===== src/rtl/sd_arb_pkg.sv =====
// Shared types for the SD SPI arbiter: FSM state encoding and the downstream
// SPI command bundle.
package sd_arb_pkg;

  localparam int ADDR_W = 32;

  typedef enum logic [1:0] {
    ST_IDLE  = 2'd0,
    ST_GRANT = 2'd1,
    ST_DRAIN = 2'd2
  } arb_state_e;

  typedef struct packed {
    logic              rst_spi;
    logic              r_block;
    logic              r_multi_block;
    logic              r_byte;
    logic [ADDR_W-1:0] block_addr;
  } spi_cmd_t;

endpackage


===== src/rtl/counter.sv =====
// Generic up-counter with synchronous clear and count enable.
module counter #(
  parameter int DATA_WIDTH = 32
) (
  input  logic                  clk,
  input  logic                  rst,
  input  logic                  clr,
  input  logic                  en,
  output logic [DATA_WIDTH-1:0] count
);

  always_ff @(posedge clk or negedge rst) begin
    if (!rst) begin
      count <= '0;
    end else if (clr) begin
      count <= '0;
    end else if (en) begin
      count <= count + DATA_WIDTH'(1);
    end
  end

endmodule


===== src/rtl/rr_priority_enc.sv =====
// Round-robin priority encoder: picks the first set request bit scanning
// upward from last+1, wrapping around.
module rr_priority_enc #(
  parameter int N_REQ = 2,
  parameter int IDX_W = $clog2(N_REQ)
) (
  input  logic [N_REQ-1:0] req,
  input  logic [IDX_W-1:0] last,
  output logic             valid,
  output logic [IDX_W-1:0] index
);

  // Scan farthest-to-nearest so the nearest set bit is the final assignment.
  always_comb begin
    valid = 1'b0;
    index = '0;
    for (int k = N_REQ; k >= 1; k--) begin
      if (req[(int'(last) + k) % N_REQ]) begin
        valid = 1'b1;
        index = IDX_W'((int'(last) + k) % N_REQ);
      end
    end
  end

endmodule


===== src/rtl/sd_spi_arbiter.sv =====
// Shares one SD SPI controller among N_REQ requesters with round-robin grant,
// a post-release drain phase and an optional hold watchdog.
module sd_spi_arbiter
  import sd_arb_pkg::*;
#(
  parameter int N_REQ    = 2,
  parameter int MAX_HOLD = 0
) (
  input  logic                       clk,
  input  logic                       rst,
  input  logic [N_REQ-1:0]           req,
  output logic [N_REQ-1:0]           gnt,
  input  logic [N_REQ-1:0]           m_rst_spi,
  input  logic [N_REQ-1:0]           m_r_block,
  input  logic [N_REQ-1:0]           m_r_multi_block,
  input  logic [N_REQ-1:0]           m_r_byte,
  input  logic [N_REQ*ADDR_W-1:0]    m_block_addr,
  output logic [N_REQ-1:0]           m_spi_busy,
  output logic [N_REQ-1:0]           m_spi_err,
  output logic [7:0]                 m_spi_data,
  output logic                       rst_spi,
  output logic                       r_block,
  output logic                       r_multi_block,
  output logic                       r_byte,
  output logic [ADDR_W-1:0]          block_addr,
  input  logic                       spi_busy,
  input  logic                       spi_err,
  input  logic [7:0]                 spi_data,
  output logic [$clog2(N_REQ)-1:0]   owner,
  output logic                       timeout
);

  localparam int IDX_W = $clog2(N_REQ);

  arb_state_e       state;
  logic [N_REQ-1:0] revoked;
  logic [N_REQ-1:0] eligible;
  logic [31:0]      hold_cnt;
  logic             sel_valid;
  logic [IDX_W-1:0] sel_idx;
  logic             owner_req;
  logic             wd_expire;
  spi_cmd_t         owner_cmd;
  spi_cmd_t         down_cmd;

  // A revoked requester stays ineligible until it has dropped req once.
  assign eligible  = req & ~revoked;
  assign owner_req = req[owner];
  assign wd_expire = (MAX_HOLD != 0) && (hold_cnt == 32'(MAX_HOLD - 1));

  rr_priority_enc #(
    .N_REQ (N_REQ),
    .IDX_W (IDX_W)
  ) u_rr (
    .req   (eligible),
    .last  (owner),
    .valid (sel_valid),
    .index (sel_idx)
  );

  counter #(
    .DATA_WIDTH (32)
  ) u_hold (
    .clk   (clk),
    .rst   (rst),
    .clr   ((state == ST_IDLE) && sel_valid),
    .en    (state == ST_GRANT),
    .count (hold_cnt)
  );

  always_ff @(posedge clk or negedge rst) begin
    if (!rst) begin
      state   <= ST_IDLE;
      gnt     <= '0;
      owner   <= IDX_W'(N_REQ - 1);
      revoked <= '0;
      timeout <= 1'b0;
    end else begin
      timeout <= 1'b0;
      for (int i = 0; i < N_REQ; i++) begin
        if (!req[i]) revoked[i] <= 1'b0;
      end
      case (state)
        ST_IDLE: begin
          if (sel_valid) begin
            state <= ST_GRANT;
            owner <= sel_idx;
            gnt   <= N_REQ'(1) << sel_idx;
          end
        end
        ST_GRANT: begin
          // A release in the expiry cycle wins over the watchdog.
          if (!owner_req) begin
            state <= ST_DRAIN;
            gnt   <= '0;
          end else if (wd_expire) begin
            state          <= ST_DRAIN;
            gnt            <= '0;
            timeout        <= 1'b1;
            revoked[owner] <= 1'b1;
          end
        end
        ST_DRAIN: begin
          if (!spi_busy) state <= ST_IDLE;
        end
        default: state <= ST_IDLE;
      endcase
    end
  end

  always_comb begin
    owner_cmd = '0;
    for (int i = 0; i < N_REQ; i++) begin
      if (int'(owner) == i) begin
        owner_cmd.rst_spi       = m_rst_spi[i];
        owner_cmd.r_block       = m_r_block[i];
        owner_cmd.r_multi_block = m_r_multi_block[i];
        owner_cmd.r_byte        = m_r_byte[i];
        owner_cmd.block_addr    = m_block_addr[ADDR_W*i +: ADDR_W];
      end
    end
    down_cmd = (state == ST_GRANT) ? owner_cmd : '0;
  end

  assign rst_spi       = down_cmd.rst_spi;
  assign r_block       = down_cmd.r_block;
  assign r_multi_block = down_cmd.r_multi_block;
  assign r_byte        = down_cmd.r_byte;
  assign block_addr    = down_cmd.block_addr;
  assign m_spi_data    = spi_data;

  // Non-owners always see the controller as busy.
  always_comb begin
    m_spi_busy = '1;
    m_spi_err  = '0;
    for (int i = 0; i < N_REQ; i++) begin
      if (int'(owner) == i) begin
        if (state == ST_GRANT) m_spi_busy[i] = spi_busy;
        m_spi_err[i] = ((state == ST_GRANT) && spi_err) || revoked[i];
      end
    end
  end

endmodule


===== config.mk =====
export PLATFORM = sky130hd
export DESIGN_NAME = sd_spi_arbiter
export DESIGN_NICKNAME = d
export VERILOG_FILES = /design/src/rtl/sd_arb_pkg.sv /design/src/rtl/counter.sv /design/src/rtl/rr_priority_enc.sv /design/src/rtl/sd_spi_arbiter.sv
export SDC_FILE = /design/constraint.sdc
export NUM_CORES = 1
export LEC_CHECK = 0
export CAP_MARGIN = 15
export CELL_PAD_IN_SITES_DETAIL_PLACEMENT = 1
export CELL_PAD_IN_SITES_GLOBAL_PLACEMENT = 1
export CORE_AREA = 2 2 53 55
export CTS_BUF_LIST = sky130_fd_sc_hd__clkbuf_4
export CTS_CLUSTER_DIAMETER = 60
export DETAILED_ROUTE_END_ITERATION = 10
export DIE_AREA = 0 0 55 57
export DONT_BUFFER_PORTS = 1
export PLACE_DENSITY = 0.8
export SLEW_MARGIN = 20
export SYNTH_ARGS = -nofsm -noshare
export SYNTH_HDL_FRONTEND = slang
export SYNTH_SLANG_ARGS = --single-unit

===== constraint.sdc =====
create_clock -name clk -period 1.6 [get_ports clk]
set_input_delay 0.16 -clock clk [delete_from_list [all_inputs] [get_ports clk]]
set_output_delay 0.16 -clock clk [all_outputs]
set_load 0.03 [all_outputs]

[After elaboration in Yosys (flattened, before gate mapping)]
Cells that the tools add are included.
Word-level totals
  latch bits: 0
  memories: 0
  bits of input ports: 86
  flip-flop bits (word level): 5
  ROM bits: 0
  bits in writable memories: 0
Operators by class
  reduce and logical (&&, ||, !) cells: 6
  muxes and demuxes: 26
  magnitude comparators: 3
  bitwise operators: 2
  multiply operators: 0
  shift operators: 1
  divide/modulo/power cells: 0
  equal/unequal tests: 5
  add/subtract/negate cells: 2
Operators by type and width (number)
  36-bit 2-to-1 mux: 2
  1-bit 2-to-1 mux: 17
  2-bit 2-to-1 mux: 5
  2-bit by 3-bit less-than comparator with 1-bit output, second input constant: 2
  2-bit inequality test, second input constant: 3
  2-bit one-hot mux with 3 select lines: 1
  3-bit AND reduction: 2
  2-bit one-hot mux with 2 select lines: 1
  1-bit adder, second input constant: 2
  1-bit bitwise AND, first input constant: 2
  2-bit by 1-bit equality test with 1-bit output, second input constant: 1
  2-bit equality test, second input constant: 1
  2-bit zero test: 1
  1-bit by 2-bit less-than comparator with 1-bit output, second input constant: 1
  2-bit AND reduction: 1
  2-bit nonzero test: 1
  1-bit by 1-bit left shift with 2-bit output, first input constant: 1
  1-bit logical AND: 1

[Longest topological paths before layout]
  depth in word-level cells: 10
  gate-level depth with buffers: 4
  gate-level depth less buffers: 3

[By module]
From an unflattened synthesis, not the netlist that was laid out.
Unflattened totals
  cells, all modules: 123
  area total of the unflattened synthesis: 905.9 sq um
Modules (own cells, without submodules)
  sd_spi_arbiter: cells each 121, instances 1, area each 892.1 sq um, seq. area each 126.4 sq um
  rr_priority_enc: cells each 2, instances 1, area each 13.8 sq um, seq. area each 0.0 sq um

[Worst setup path before layout]
No wires, ideal clock.
  path type: register to output
  start: register owner
  end: output m_spi_err[1]
  arrival time: 1536 ps
  stages on the path, launching flop included: 4
  path buffers: 1
  data required time: 1440 ps
  path slack: -96 ps
  path through: dfstp_2 > buf_6 > inv_1 > nor3_1
On the way
  word-level cells in the longest chain between the ends: 1
RTL lines
  start: declaration: line sd_spi_arbiter.sv:29  | output logic [$clog2(N_REQ)-1:0] owner,
  start signal: assignment: line sd_spi_arbiter.sv:75  | owner <= IDX_W'(N_REQ - 1);
  start signal: assignment: line sd_spi_arbiter.sv:87  | owner <= sel_idx;
  1-bit 2-to-1 mux: line sd_spi_arbiter.sv:137  | if (int'(owner) == i) begin
  end: declaration: line sd_spi_arbiter.sv:19  | output logic [N_REQ-1:0] m_spi_err,
Every way passes these cells.

[Worst setup path in the final report]
  start: register owner
  end: output block_addr[24]
On the way
  word-level cells in the longest chain between the ends: 2
RTL lines
  36-bit 2-to-1 mux: line sd_spi_arbiter.sv:114  | if (int'(owner) == i) begin
  36-bit 2-to-1 mux: line sd_spi_arbiter.sv:122  | down_cmd = (state == ST_GRANT) ? owner_cmd : '0;
  end: declaration: line sd_spi_arbiter.sv:25  | output logic [ADDR_W-1:0] block_addr,
Every way passes these cells.

==> results.py <==
metrics = {
    "placement": {
        "dpl_cell_area_sq_mm": 0.00131,
        "post-place-ws_ps": 127,
        "portBuffers": 0,
        "placed_cells": 183,
        "hpwlAfterDp_mm": 2.84,
        "routabilityCongestion": 0.666,
    },
    "pwr": {
        "p_per_area_mw_per_mm2": 2590,
        "clkPwrFrac_pct": 3.7,
        "power_frac_seq_pct": 6.6,
        "p_leak_nw": 0.782,
        "p_comb_share_pct": 89.7,
        "p_int_mw": 2.25,
        "power_mw": 4.65,
        "swShare_pct": 51.7,
        "irDropWorstVdd_mv": 1.67,
        "p_sw_mw": 2.40,
    },
    "detailed_routing": {
        "post_drt_wl_per_cell_microns": 27.0,
        "routed_wirelength_mm": 5.32,
        "drt_iter0_drc": 17,
        "drc": 0,
        "final_antenna_net_count": 0,
        "via_count": 1167,
        "drt_pass1_iterations": 4,
        "vias_per_cell": 5.92,
    },
    "global_routing": {
        "grt_max_degree": 27,
        "grt_pass1_wl_mm": 5.60,
        "overflow": 0,
        "grtUsageTotal_pct": 24.4,
        "first_global_vias": 1098,
        "antenna_found_initial": 0,
    },
    "floorplan": {
        "ios": 138,
        "start_util_pct": 36.2,
        "dieArea_sq_mm": 0.00314,
        "die_y_microns": 57,
        "die_w_microns": 55,
        "core-area_sq_mm": 0.00262,
        "rows": 19,
    },
    "timing": {
        "hold_ws_ps": 88.5,
        "max_freq_mhz": 557,
        "rsz0062_at_grt": "yes",
        "finalClockSkew_ps": 6.82,
        "min_period_ps": 1790,
        "finalSetupTns_ps": -3880,
        "hold_violations": 0,
        "setup_ws_ps": -195,
        "setup_violations": 40,
        "finalCritPeriodShare_pct": 112,
        "drv_slew": 0,
    },
    "clocking": {
        "clock_sinks": 5,
        "cts_tree": "yes",
        "clock_latency_ps": 260,
        "clk_path_buf_depth": 2,
        "clk_pin_slew_worst_paths_ps": 40,
        "cts_max_level": 1,
        "numCtsBuffers": 3,
        "root_buffer": "clkbuf_4",
    },
    "worst_setup_path": {
        "crit_path_end_kind": "output port",
        "critPathSlowestCell": "dfstp_2",
        "worstSetupPathType": "flop to output port",
        "cpPeakStageDelay_ps": 550,
        "crit_chain": "buf_12 -> clkbuf_16 -> mux2i_2 -> nor2_2 -> buf_6",
        "path_max_fanout": 6,
        "start_kind": "flop",
        "cp.required_ps": 1440,
        "crit_arrival_ps": 1630,
    },
    "final_layout": {
        "layout.nets": 253,
        "stdcell_count": 197,
        "most-common-layout-cells": "nor2_2 (31), buf_4 (23), buf_6 (23), mux2i_1 (17), mux2i_4 (13)",
        "drive_gt1_share_pct": 69.9,
        "regArea_sq_um": 128,
        "multi_input_area_sq_um": 932,
        "diodes": 0,
        "layout_commonest_cell": "nor2_2",
        "final_area_sq_mm": 0.00180,
        "fillers": 273,
        "area_growth_pct": 90.1,
        "utilization_pct": 68.8,
    },
    "hold_path": {
        "min_path_type": "primary input to flop",
    },
    "flow_run": {
        "cap_viol_max_count": 0,
    },
    "synth": {
        "synth_nets": 212,
        "synth_cell_type_count": 20,
        "ys_ff_latch": 5,
        "ys_warn_count": 0,
        "synthesis.area_sq_um": 946,
        "synth_seq_area_share_pct": 13.4,
        "netlist_instances": 126,
        "syn_area_per_cell_sq_um": 7.51,
    },
    "status": {
        "violations": "setup timing",
        "outcome": "complete, but fails checks",
    },
}
## synthesized netlist by cell type (all sizes together)
| master | count | area, sq um |
|---|---|---|
| a31oi | 3 | 18.8 |
| o221a | 1 | 11.3 |
| buf | 20 | 145 |
| a311oi | 2 | 17.5 |
| dfstp | 1 | 26.3 |
| nand2b | 1 | 13.8 |
| a21oi | 2 | 10.0 |
| nand2 | 3 | 11.3 |
| o22ai | 3 | 18.8 |
| dfrtp | 4 | 100 |
| mux2i | 36 | 360 |
| a32oi | 1 | 8.76 |
| nor2 | 40 | 150 |
| inv | 4 | 15.0 |
| nor3 | 1 | 5.00 |
| nor3b | 2 | 15.0 |
| mux2 | 1 | 15.0 |
| conb | 1 | 3.75 |
## critical path, delay by kind of cell (launching register included)
family | cells | cell delay (ps)
DFF | 1 | 550
buffers and inverters | 3 | 460
muxes | 1 | 280
and+or+nand+nor | 1 | 80
## repair_timing
action / in CTS / in global routing
gates cloned: 2 / 3
buffers inserted: 4 / 0
pin swaps: 0 / 4
resized for setup: 25 / 36
hold buffers: 1 / 0
endpoints found under the hold margin: 5 / 0
setup endpoints to repair: 40 / 40
## cell type report
class	count	area share (%)
multi-input cells	97	51.8
clock buffers	4	1.67
inverters	4	0.974
flip-flops and latches	5	7.10
repair buffers	56	36.3
well taps	31	2.16
## sequential cells by signal, indices dropped and copies added, names as in the netlist
signal and flops:
state 2, gnt 2, owner 1
## power by group through the flow
stage                     clock (mW)  sequential [mW]  combinational (mW)
after global routing           0.182            0.312                4.34
after CTS                      0.173            0.304                3.49
after global placement             0            0.316                2.87
after detailed placement           0            0.322                2.99
after floorplan                    0            0.316                2.18
final                          0.173            0.306                4.17
## worst paths after layout
kind                                      start  slack (ps)  cells past startpoint                    to
min in group asynchronous                   rst         210                      1    gnt[0]$_DFFE_PN0P_
hold reg to reg            state[1]$_DFFE_PN0P_         670                      2    gnt[1]$_DFFE_PN0P_
hold / removal                           req[1]          90                      2     owner$_DFFE_PN1P_
setup reg to reg              owner$_DFFE_PN1P_         130                      4  state[0]$_DFFE_PN0P_
max in group asynchronous                   rst        1110                      1     owner$_DFFE_PN1P_
setup / recovery              owner$_DFFE_PN1P_        -190                      5        block_addr[24]
## logic make-up (layout without fill, tap and decap cells)
logic type | after synthesis | in the layout | share of synthesized area (%)
AOI/OAI and AO/OA | 12 | 12 | 9.00
buffers and inverters | 24 | 64 | 16.9
DFF | 5 | 5 | 13.4
muxes | 37 | 37 | 39.7
other | 1 | 1 | 0.396
and+or+nand+nor | 47 | 47 | 20.6
## per-layer routing
metal / global-route usage (%) / share of wire, % / vias up / wire (microns)
met5: 0 / 0 / - / 0
met4: 5.57 / 4.8 / 0 / 257
met3: 6.81 / 12 / 22 / 638
met2: 45.1 / 50 / 82 / 2640
met1: 26.4 / 34 / 553 / 1790
li1: - / - / 510 / -
Power figures use the tool's default switching activity.
